### src/rtl/mult_share_ctrl.sv
// Two-requester sequencer for one shared combinational multiplier: round-robin
// grant, registered operands, SETTLE-cycle hold, then product capture and response.
module mult_share_ctrl #(
  parameter int N      = 4,
  parameter int SETTLE = 1
) (
  input  logic           clk,
  input  logic           resetn,
  input  logic           req0_valid,
  input  logic [N-1:0]   req0_a,
  input  logic [N-1:0]   req0_b,
  output logic           req0_ready,
  input  logic           req1_valid,
  input  logic [N-1:0]   req1_a,
  input  logic [N-1:0]   req1_b,
  output logic           req1_ready,
  output logic           resp0_valid,
  output logic           resp1_valid,
  output logic [2*N-1:0] resp_p,
  output logic [N-1:0]   mul_a,
  output logic [N-1:0]   mul_b,
  input  logic [2*N-1:0] mul_p,
  output logic           busy
);

  typedef enum logic [1:0] {IDLE, WAIT, RESP} state_t;

  localparam logic [3:0] CNT_INIT = 4'(SETTLE - 1);

  state_t     state, state_nxt;
  logic       last;
  logic       owner;
  logic [3:0] cnt;
  logic       grant;
  logic       hs;

  always_comb begin
    state_nxt  = state;
    grant      = 1'b0;
    hs         = 1'b0;
    req0_ready = 1'b0;
    req1_ready = 1'b0;
    case (state)
      IDLE: begin
        // On a tie the requester that did not win last time goes next.
        if (req0_valid && req1_valid) grant = ~last;
        else                          grant = req1_valid;
        req0_ready = req0_valid && !grant;
        req1_ready = req1_valid && grant;
        hs         = req0_ready || req1_ready;
        if (hs) state_nxt = WAIT;
      end
      WAIT:    if (cnt == 4'd0) state_nxt = RESP;
      RESP:    state_nxt = IDLE;
      default: state_nxt = IDLE;
    endcase
  end

  always_ff @(posedge clk) begin
    if (!resetn) begin
      state  <= IDLE;
      last   <= 1'b1;
      owner  <= 1'b0;
      cnt    <= 4'd0;
      mul_a  <= '0;
      mul_b  <= '0;
      resp_p <= '0;
      busy   <= 1'b0;
    end else begin
      state <= state_nxt;
      busy  <= (state_nxt != IDLE);
      case (state)
        IDLE: begin
          if (hs) begin
            mul_a <= grant ? req1_a : req0_a;
            mul_b <= grant ? req1_b : req0_b;
            owner <= grant;
            last  <= grant;
            cnt   <= CNT_INIT;
          end
        end
        WAIT: begin
          if (cnt != 4'd0) cnt    <= cnt - 4'd1;
          else             resp_p <= mul_p;
        end
        default: ;
      endcase
    end
  end

  assign resp0_valid = (state == RESP) && !owner;
  assign resp1_valid = (state == RESP) && owner;

endmodule

### config.mk
export PLATFORM = sky130hd
export DESIGN_NAME = mult_share_ctrl
export DESIGN_NICKNAME = d
export VERILOG_FILES = /design/src/rtl/mult_share_ctrl.sv
export SDC_FILE = /design/constraint.sdc
export NUM_CORES = 1
export LEC_CHECK = 0
export CAP_MARGIN = 25
export CORE_AREA = 8 8 58 60
export CTS_BUF_LIST = sky130_fd_sc_hd__clkbuf_4
export DETAILED_ROUTE_END_ITERATION = 10
export DIE_AREA = 0 0 66 68
export GPL_ROUTABILITY_DRIVEN = 0
export PLACE_DENSITY = 0.83
export SKIP_LAST_GASP = 1
export SYNTH_ARGS = -nofsm -noshare
export SYNTH_HDL_FRONTEND = slang
export SYNTH_SLANG_ARGS = --single-unit
export TNS_END_PERCENT = 100
### constraint.sdc
create_clock -name clk -period 2.75 [get_ports clk]
set_input_delay 0.275 -clock clk [delete_from_list [all_inputs] [get_ports clk]]
set_output_delay 0.275 -clock clk [all_outputs]
set_load 0.02 [all_outputs]
==> results of run 1 <==
[placed cells by master (no fill, tap or decap), drive strengths merged]
cell / n
nor3b: 3
and2: 3
nor3: 2
clkbuf: 4
nand3: 3
a211oi: 1
nor4: 1
and3b: 1
mux2i: 10
o21ai: 1
clkdlybuf4s50: 48
nor2b: 1
inv: 5
nand2: 8
a21oi: 2
or4b: 1
buf: 3
dfxtp: 25
or2: 1
o221ai: 8
nand2b: 2
ha: 2
nor2: 29
or3: 1
o211ai: 1
nand4b: 1
nand3b: 1
[power breakdown]
group	internal [W]	total [W]	switching, W
logic	0.000385	0.000786	0.000401
registers	0.000478	0.000563	0.0000844
clock network	0.0000665	0.000166	0.0000991
total	0.000930	0.00151	0.000585
[worst min path at each step]
stage                    from       end  slack [ns]  cells past startpoint
finish                  owner     owner        0.48                      2
global route            owner     owner        0.52                      2
CTS                     owner     owner        0.48                      2
detailed placement      owner     owner        0.47                      2
global placement        owner     owner        0.46                      2
floorplan           req0_a[0]  mul_a[0]        0.40                      2
[layer usage]
metal	global-route usage	up-vias
li1	-	512
met1	0.132	472
met2	0.235	22
met3	0.0245	7
met4	0.0747	0
met5	0	-
[through the flow]
| stage | instances | hold WS [ns] |
|---|---|---|
| after detailed placement | 195 | 0.466 |
| final | 199 | 0.480 |
| after CTS | 199 | 0.483 |
| after global placement | 195 | 0.461 |
| after global routing | 199 | 0.517 |
| after floorplan | 118 | 0.396 |
[final cells by class]
class                   count  area share
repair buffers             51       0.314
inverters                   5      0.0117
flip-flops and latches     25       0.312
well taps                  31      0.0242
multi-input cells          83       0.319
clock buffers               4      0.0187
[kinds of logic after synthesis]
group                      count (synthesis)
AOI/OAI and AO/OA                         13
adders and majority gates                  2
buffers and inverters                     10
DFF                                       25
muxes                                     10
and+or+nand+nor                           58
[sequential cells by signal (all words and copies together), names as in the netlist]
| name | flops |
|---|---|
| resp_p | 8 |
| owner | 1 |
| cnt | 4 |
| state | 2 |
| mul_b | 4 |
| last | 1 |
| busy | 1 |
| mul_a | 4 |
[worst register-to-register path, stage by stage (launching register included)]
cell                      delay, ns
sky130_fd_sc_hd__dfxtp_1       0.35
sky130_fd_sc_hd__inv_1         0.09
sky130_fd_sc_hd__ha_1          0.15
sky130_fd_sc_hd__nor3b_1       0.30
sky130_fd_sc_hd__nor2b_1       0.29
sky130_fd_sc_hd__buf_4         0.24
sky130_fd_sc_hd__mux2i_1       0.21
sky130_fd_sc_hd__nor2_1        0.05
==> reports/metrics.json, run 1 <==
{
  "wirelength_mm": 2.78,
  "crit_path_setup_slack_layout_ns": 0.396,
  "r2r_slack_ns": 0.96,
  "clkSinkCount": 25,
  "hold_viol_final": 0,
  "placed_area_um2": 1570,
  "wp_buf_inv": 3,
  "max-clock-path-buffers": 2,
  "required_ns": 2.48,
  "placement.io_buffers": 48,
  "finalWorstPathRequiredPeriod_ns": 2.35,
  "tns_ns": 0,
  "synth_common_cells": "29 x sky130_fd_sc_hd__nor2_1, 25 x sky130_fd_sc_hd__dfxtp_1, 10 x sky130_fd_sc_hd__mux2i_1",
  "drc_errors": 0,
  "drt_pass1_iterations": 4,
  "crit-reg2reg-capture": "resp_p[4]",
  "synth_fa_ha_area_frac": 0.0237,
  "worst-r2r-cell-count": 7,
  "critical_path_arrival_ns": 2.08,
  "timing.critical_path.mode_cell": "sky130_fd_sc_hd__clkdlybuf4s50_1",
  "die_width_um": 66,
  "synthDominantAreaCellType": "sky130_fd_sc_hd__dfxtp_1",
  "synth_enable_flop_cells": 0,
  "setup.worst_path.end": "req1_ready",
  "p_leak_nw": 0.639,
  "detail-route-antenna-nets": 0,
  "maxCapViolCount": 0,
  "drive_gt1_frac": 0.0536,
  "drv_slew": 0,
  "h-tree-depth": 1,
  "cts_hold_repair.buffers": 0,
  "tightestPinTransition_ns": 0.442,
  "post_dp_hpwl_mm": 2.24,
  "finalSetupViolations": 0,
  "post-route-cell-area_um2": 1600,
  "area.sequential_um2": 500,
  "number_of_global_route_vias_before_repair": 987,
  "post_synthesis_share_of_cell_area_spent_on_xor_and_xnor_gates": 0,
  "grt_first_pass_wirelength_mm": 4.46,
  "via_count": 1013,
  "synth.lib_cells_used.distinct": 29,
  "final_worst_path_cycle_share": 0.856,
  "synth_ff_type": "sky130_fd_sc_hd__dfxtp_1",
  "io_pins": 49,
  "critPathKind": "in2out",
  "yosysTopAreaCellShare": 0.474,
  "clkTransAtPathRegs_ns": 0.12,
  "synth_simple_gate_area_frac": 0.263,
  "power.density_cell_area_nw_per_um2": 945,
  "wl_met2_mm": 1.47,
  "synth.net_count": 148,
  "synthCells": 118,
  "postSynth.asyncResetShare": 0,
  "grt_max_degree": 14,
  "detailroute.wirelength.met3_um": 129,
  "detail_route.wirelength.met1_mm": 1.11,
  "rows": 19,
  "synthesis.yosys.warnings": 0,
  "synth-seq-cells": 25,
  "worst_ir_drop_vdd_mv": 0.579,
  "grt_antenna_before_repair": 0,
  "maximum_achievable_frequency_mhz": 425,
  "outcome": "completed",
  "crit_path_max_incr_delay_ns": 0.60,
  "cts_made_buffers": 3,
  "cts_root_buf": "sky130_fd_sc_hd__clkbuf_4",
  "critical_path_sink_type": "output pin",
  "r2r-start": "cnt[0]",
  "timing.critical_path.from_type": "primary input",
  "core_region_area_um2": 2570,
  "tritoncts": "yes",
  "grt_usage": 0.127,
  "detail_route.wl_per_cell_um": 14.0,
  "synth.cell_area_um2": 1060,
  "synth.area.mux_share": 0.0948,
  "worst_path_dominant_cell_family": "buffers and inverters",
  "initial_utilization": 0.411,
  "most_instantiated_library_cell_after_synthesis": "sky130_fd_sc_hd__nor2_1",
  "dieHeight_um": 68,
  "multi_input_area_um2": 512,
  "top_layer_used_by_detailed_routing": "met4",
  "worstPathMaxFanout": 10,
  "post-cts-setup-buffer-count": 0,
  "synth_sequential_area_ratio": 0.474,
  "overflow": 0,
  "setup.worst_path.start": "req1_valid",
  "fillerInstances": 218,
  "synth_top_area_cells": "sky130_fd_sc_hd__dfxtp_1 47%, sky130_fd_sc_hd__nor2_1 10%, sky130_fd_sc_hd__mux2i_1 9.5%, sky130_fd_sc_hd__o221ai_1 6.6%, sky130_fd_sc_hd__nand2_1 2.8%",
  "cts_resized": 0,
  "timing.hold.worst.class": "reg2reg",
  "unrepaired_setup_endpoints_after_global_routing": "no",
  "worstSetupPathDepth": 5,
  "place_worst_setup_slack_ns": 0.396,
  "main_combinational_cell_family_by_area_after_synthesis": "simple AND/OR/NAND/NOR gates",
  "area_growth_syn_to_layout_pct": 51.8,
  "antennaDiodeCount": 0,
  "die_area_um2": 4490,
  "vias_per_cell": 5.09,
  "synth_area_per_cell_um2": 8.95,
  "final_core_utilization": 0.624,
  "total_power_w": 0.00151,
  "slew-limit-headroom": 0.705,
  "slowest_stage": "sky130_fd_sc_hd__clkdlybuf4s50_1",
  "final_nets": 199,
  "worstSkewPairLatency_ns": 0.31,
  "final_setup_skew_ns": 0.00409,
  "synth_compound_area_frac": 0.103,
  "drt_iter0_markers": 24,
  "worstPathCellList": "clkdlybuf4s50_1, nor3b_1, nand2_1, inv_1, clkdlybuf4s50_1"
}
No activity file was read; power rests on OpenSTA's default activity.
==> run 2, diff against run 1 <==
--- a/config.mk
+++ b/config.mk
@@ -6,12 +6,12 @@
 export NUM_CORES = 1
 export LEC_CHECK = 0
 export CAP_MARGIN = 25
-export CORE_AREA = 8 8 58 60
+export CORE_AREA = 8 8 55 57
 export CTS_BUF_LIST = sky130_fd_sc_hd__clkbuf_4
 export DETAILED_ROUTE_END_ITERATION = 10
-export DIE_AREA = 0 0 66 68
+export DIE_AREA = 0 0 63 65
+export DONT_BUFFER_PORTS = 1
 export GPL_ROUTABILITY_DRIVEN = 0
-export PLACE_DENSITY = 0.83
 export SKIP_LAST_GASP = 1
 export SYNTH_ARGS = -nofsm -noshare
 export SYNTH_HDL_FRONTEND = slang
==> reports/metrics.json, run 2 (synthesis results as in run 1) <==
{
  "outcome": "completed",
  "fillerInstances": {"value": 212, "change": "-2.8%"},
  "worstSkewPairLatency": {"value": 0.32, "unit": "ns", "change": "about the same"},
  "drc_errors": {"value": 0, "change": "unchanged"},
  "gr-max-usage-layer": "met2",
  "via_count": {"value": 798, "change": "-21%"},
  "area_growth_syn_to_layout_pct": 5.45,
  "finalWorstPathRequiredPeriod": {"value": 1.96, "unit": "ns", "change": "-0.390 ns"},
  "post-place-cells": {"value": 142, "change": "-27%"},
  "slew-limit-headroom": {"value": 0.529, "change": "-0.176"},
  "max-clock-path-buffers": {"value": 2, "change": "unchanged"},
  "final_setup_skew": {"value": 0.0110, "unit": "ns", "change": "+0.00692 ns"},
  "timing.hold.worst_path_depth": {"value": 1, "change": "-1"},
  "use_met1": {"value": 0.129, "change": "-0.00258"},
  "die_area": {"value": 4100, "unit": "um2", "change": "-8.8%"},
  "core_region_area": {"value": 2150, "unit": "um2", "change": "-16%"},
  "detail_route.wl_per_cell": {"value": 15.7, "unit": "um", "change": "+12%"},
  "clock_power_share": {"value": 0.130, "change": "+0.021"},
  "worst-r2r-cell-count": {"value": 7, "change": "unchanged"},
  "maximum_achievable_frequency": {"value": 509, "unit": "MHz", "change": "+20%"},
  "tns": {"value": 0, "unit": "ns", "change": "unchanged"},
  "hold_viol_final": {"value": 0, "change": "unchanged"},
  "layout.cells.most_common_list": "29 x sky130_fd_sc_hd__nor2_1, 25 x sky130_fd_sc_hd__dfxtp_1, 10 x sky130_fd_sc_hd__mux2i_1",
  "grt_antenna_before_repair": {"value": 0, "change": "unchanged"},
  "tritoncts": "yes",
  "drv_slew": {"value": 0, "change": "unchanged"},
  "timing.hold.worst.class": "in2reg",
  "clkTransAtPathRegs": {"value": 0.15, "unit": "ns", "change": "+0.03 ns"},
  "overflow": {"value": 0, "change": "unchanged"},
  "cts_made_buffers": {"value": 3, "change": "unchanged"},
  "detail-route-antenna-nets": {"value": 0, "change": "unchanged"},
  "die_width": {"value": 63, "unit": "um", "change": "-4.5%"},
  "timing.critical_path.from_type": "register",
  "cts_root_buf": "sky130_fd_sc_hd__clkbuf_4",
  "net-switching-power": {"value": 0.000553, "unit": "W", "change": "-5.4%"},
  "h-tree-depth": {"value": 1, "change": "unchanged"},
  "dieHeight": {"value": 65, "unit": "um", "change": "-4.4%"},
  "final_nets": {"value": 150, "change": "-25%"},
  "power.combinational.fraction": {"value": 0.352, "change": "-0.167"},
  "met3_usage": {"value": 0.0567, "change": "+0.0322"},
  "unrepaired_setup_endpoints_after_global_routing": "no",
  "multi_input_area": {"value": 512, "unit": "um2", "change": "unchanged"},
  "placement.io_buffers": {"value": 0, "change": "-100%"},
  "vias_per_cell": {"value": 5.43, "change": "+6.6%"},
  "grt_usage": {"value": 0.117, "change": "-0.0103"},
  "total_power": {"value": 0.00129, "unit": "W", "change": "-15%"},
  "power_report.internal_total": {"value": 0.000738, "unit": "W", "change": "-21%"},
  "drt_iter0_markers": {"value": 24, "change": "unchanged"},
  "post_dp_hpwl": {"value": 1.77, "unit": "mm", "change": "-21%"},
  "critical_path_sink_type": "register",
  "critPathKind": "reg2reg",
  "power.share.switching": {"value": 0.428, "change": "+0.0423"},
  "grt_max_degree": {"value": 16, "change": "+2"},
  "crit_path_setup_slack_layout": {"value": 0.786, "unit": "ns", "change": "+0.390 ns"},
  "worst_ir_drop_vdd": {"value": 0.587, "unit": "mV", "change": "+1.3%"},
  "finalSetupViolations": {"value": 0, "change": "unchanged"},
  "clkSinkCount": {"value": 25, "change": "unchanged"},
  "worstPathMaxFanout": {"value": 6, "change": "-4"},
  "largest-register": "resp_p",
  "final-instance-count-excl-fill": {"value": 147, "change": "-26%"},
  "io_pins": {"value": 49, "change": "unchanged"},
  "critical_path_arrival": {"value": 2.18, "unit": "ns", "change": "+0.10 ns"},
  "area.sequential": {"value": 500, "unit": "um2", "change": "unchanged"},
  "p_leak": {"value": 0.449, "unit": "nW", "change": "-30%"},
  "mostFrequentLayoutCell": "sky130_fd_sc_hd__nor2_1",
  "antennaDiodeCount": {"value": 0, "change": "unchanged"},
  "grtUsageMet2": {"value": 0.183, "change": "-0.0520"},
  "final_worst_path_cycle_share": {"value": 0.714, "change": "-0.142"},
  "grt_first_pass_wirelength": {"value": 3.88, "unit": "mm", "change": "-13%"},
  "place_worst_setup_slack": {"value": 0.813, "unit": "ns", "change": "+0.417 ns"},
  "maxCapViolCount": {"value": 0, "change": "unchanged"},
  "pwr-share-seq": {"value": 0.518, "change": "+0.146"},
  "rows": {"value": 17, "change": "-2"},
  "power.density_cell_area": {"value": 1160, "unit": "nW/um2", "change": "+23%"},
  "final_core_utilization": {"value": 0.518, "change": "-0.106"},
  "drive_gt1_frac": {"value": 0.0588, "change": "+0.00525"},
  "required": {"value": 2.97, "unit": "ns", "change": "+0.49 ns"},
  "initial_utilization": {"value": 0.492, "change": "+0.0802"},
  "largest_reg_flops": {"value": 8, "change": "unchanged"},
  "drt_pass1_iterations": {"value": 4, "change": "unchanged"},
  "number_of_global_route_vias_before_repair": {"value": 816, "change": "-17%"},
  "wirelength": {"value": 2.30, "unit": "mm", "change": "-17%"},
  "tightestPinTransition": {"value": 0.705, "unit": "ns", "change": "+0.263 ns"}
}
run 2: timing repair:
action	4_1_cts	5_1_grt
endpoints found under the hold margin	0	1
buffers inserted	0	0
resized for setup	0	0
hold buffers	0	1
setup endpoints to repair	0	0
run 2: power by group through the flow:
stage,logic [W],clock network (W),registers [W]
global placement,0.000448,0,0.000679
CTS,0.000461,0.000177,0.000671
finish,0.000455,0.000167,0.000668
detailed placement,0.000461,0,0.000678
global route,0.000521,0.000191,0.000688
floorplan,0.000412,0,0.000642
run 2: stage by stage:
step	hold slack, ns	cell area, um2
5_1_grt	0.0294	1110
3_5_place_dp	0.345	1070
2_1_floorplan	0.396	1060
6_report	0.0632	1110
4_1_cts	0.00700	1100
3_3_place_gp	0.340	1070
run 2: final timing paths:
path | from | endpoint | slack (ns)
max reg2reg | cnt[0] | resp_p[1] | 0.79
max | cnt[0] | resp_p[1] | 0.79
min | resetn | state[1] | 0.06
min reg2reg | owner | owner | 0.48
run 2: metal layers:
layer / vias up / share of wire
met2: 24 / 0.45
met1: 361 / 0.45
li1: 411 / -
met5: - / 0
met4: 0 / 0.0087
met3: 2 / 0.087
run 2: final cells by class:
type                            instances  share of cell area
Clock inverter                          1             0.00674
Clock buffer                            3              0.0202
Timing Repair Buffer                    2              0.0157
Multi-Input combinational cell         83               0.460
Sequential cell                        25               0.449
Inverter                                5              0.0169
Tap cell                               28              0.0315
run 2: worst max-delay path, stage by stage, from the launching register on:
cell and delay [ns]:
sky130_fd_sc_hd__dfxtp_1 0.36, sky130_fd_sc_hd__inv_1 0.08, sky130_fd_sc_hd__ha_1 0.14, sky130_fd_sc_hd__nor3b_1 0.27, sky130_fd_sc_hd__nor2b_1 0.49, sky130_fd_sc_hd__buf_4 0.26, sky130_fd_sc_hd__mux2i_1 0.21, sky130_fd_sc_hd__nor2_1 0.05
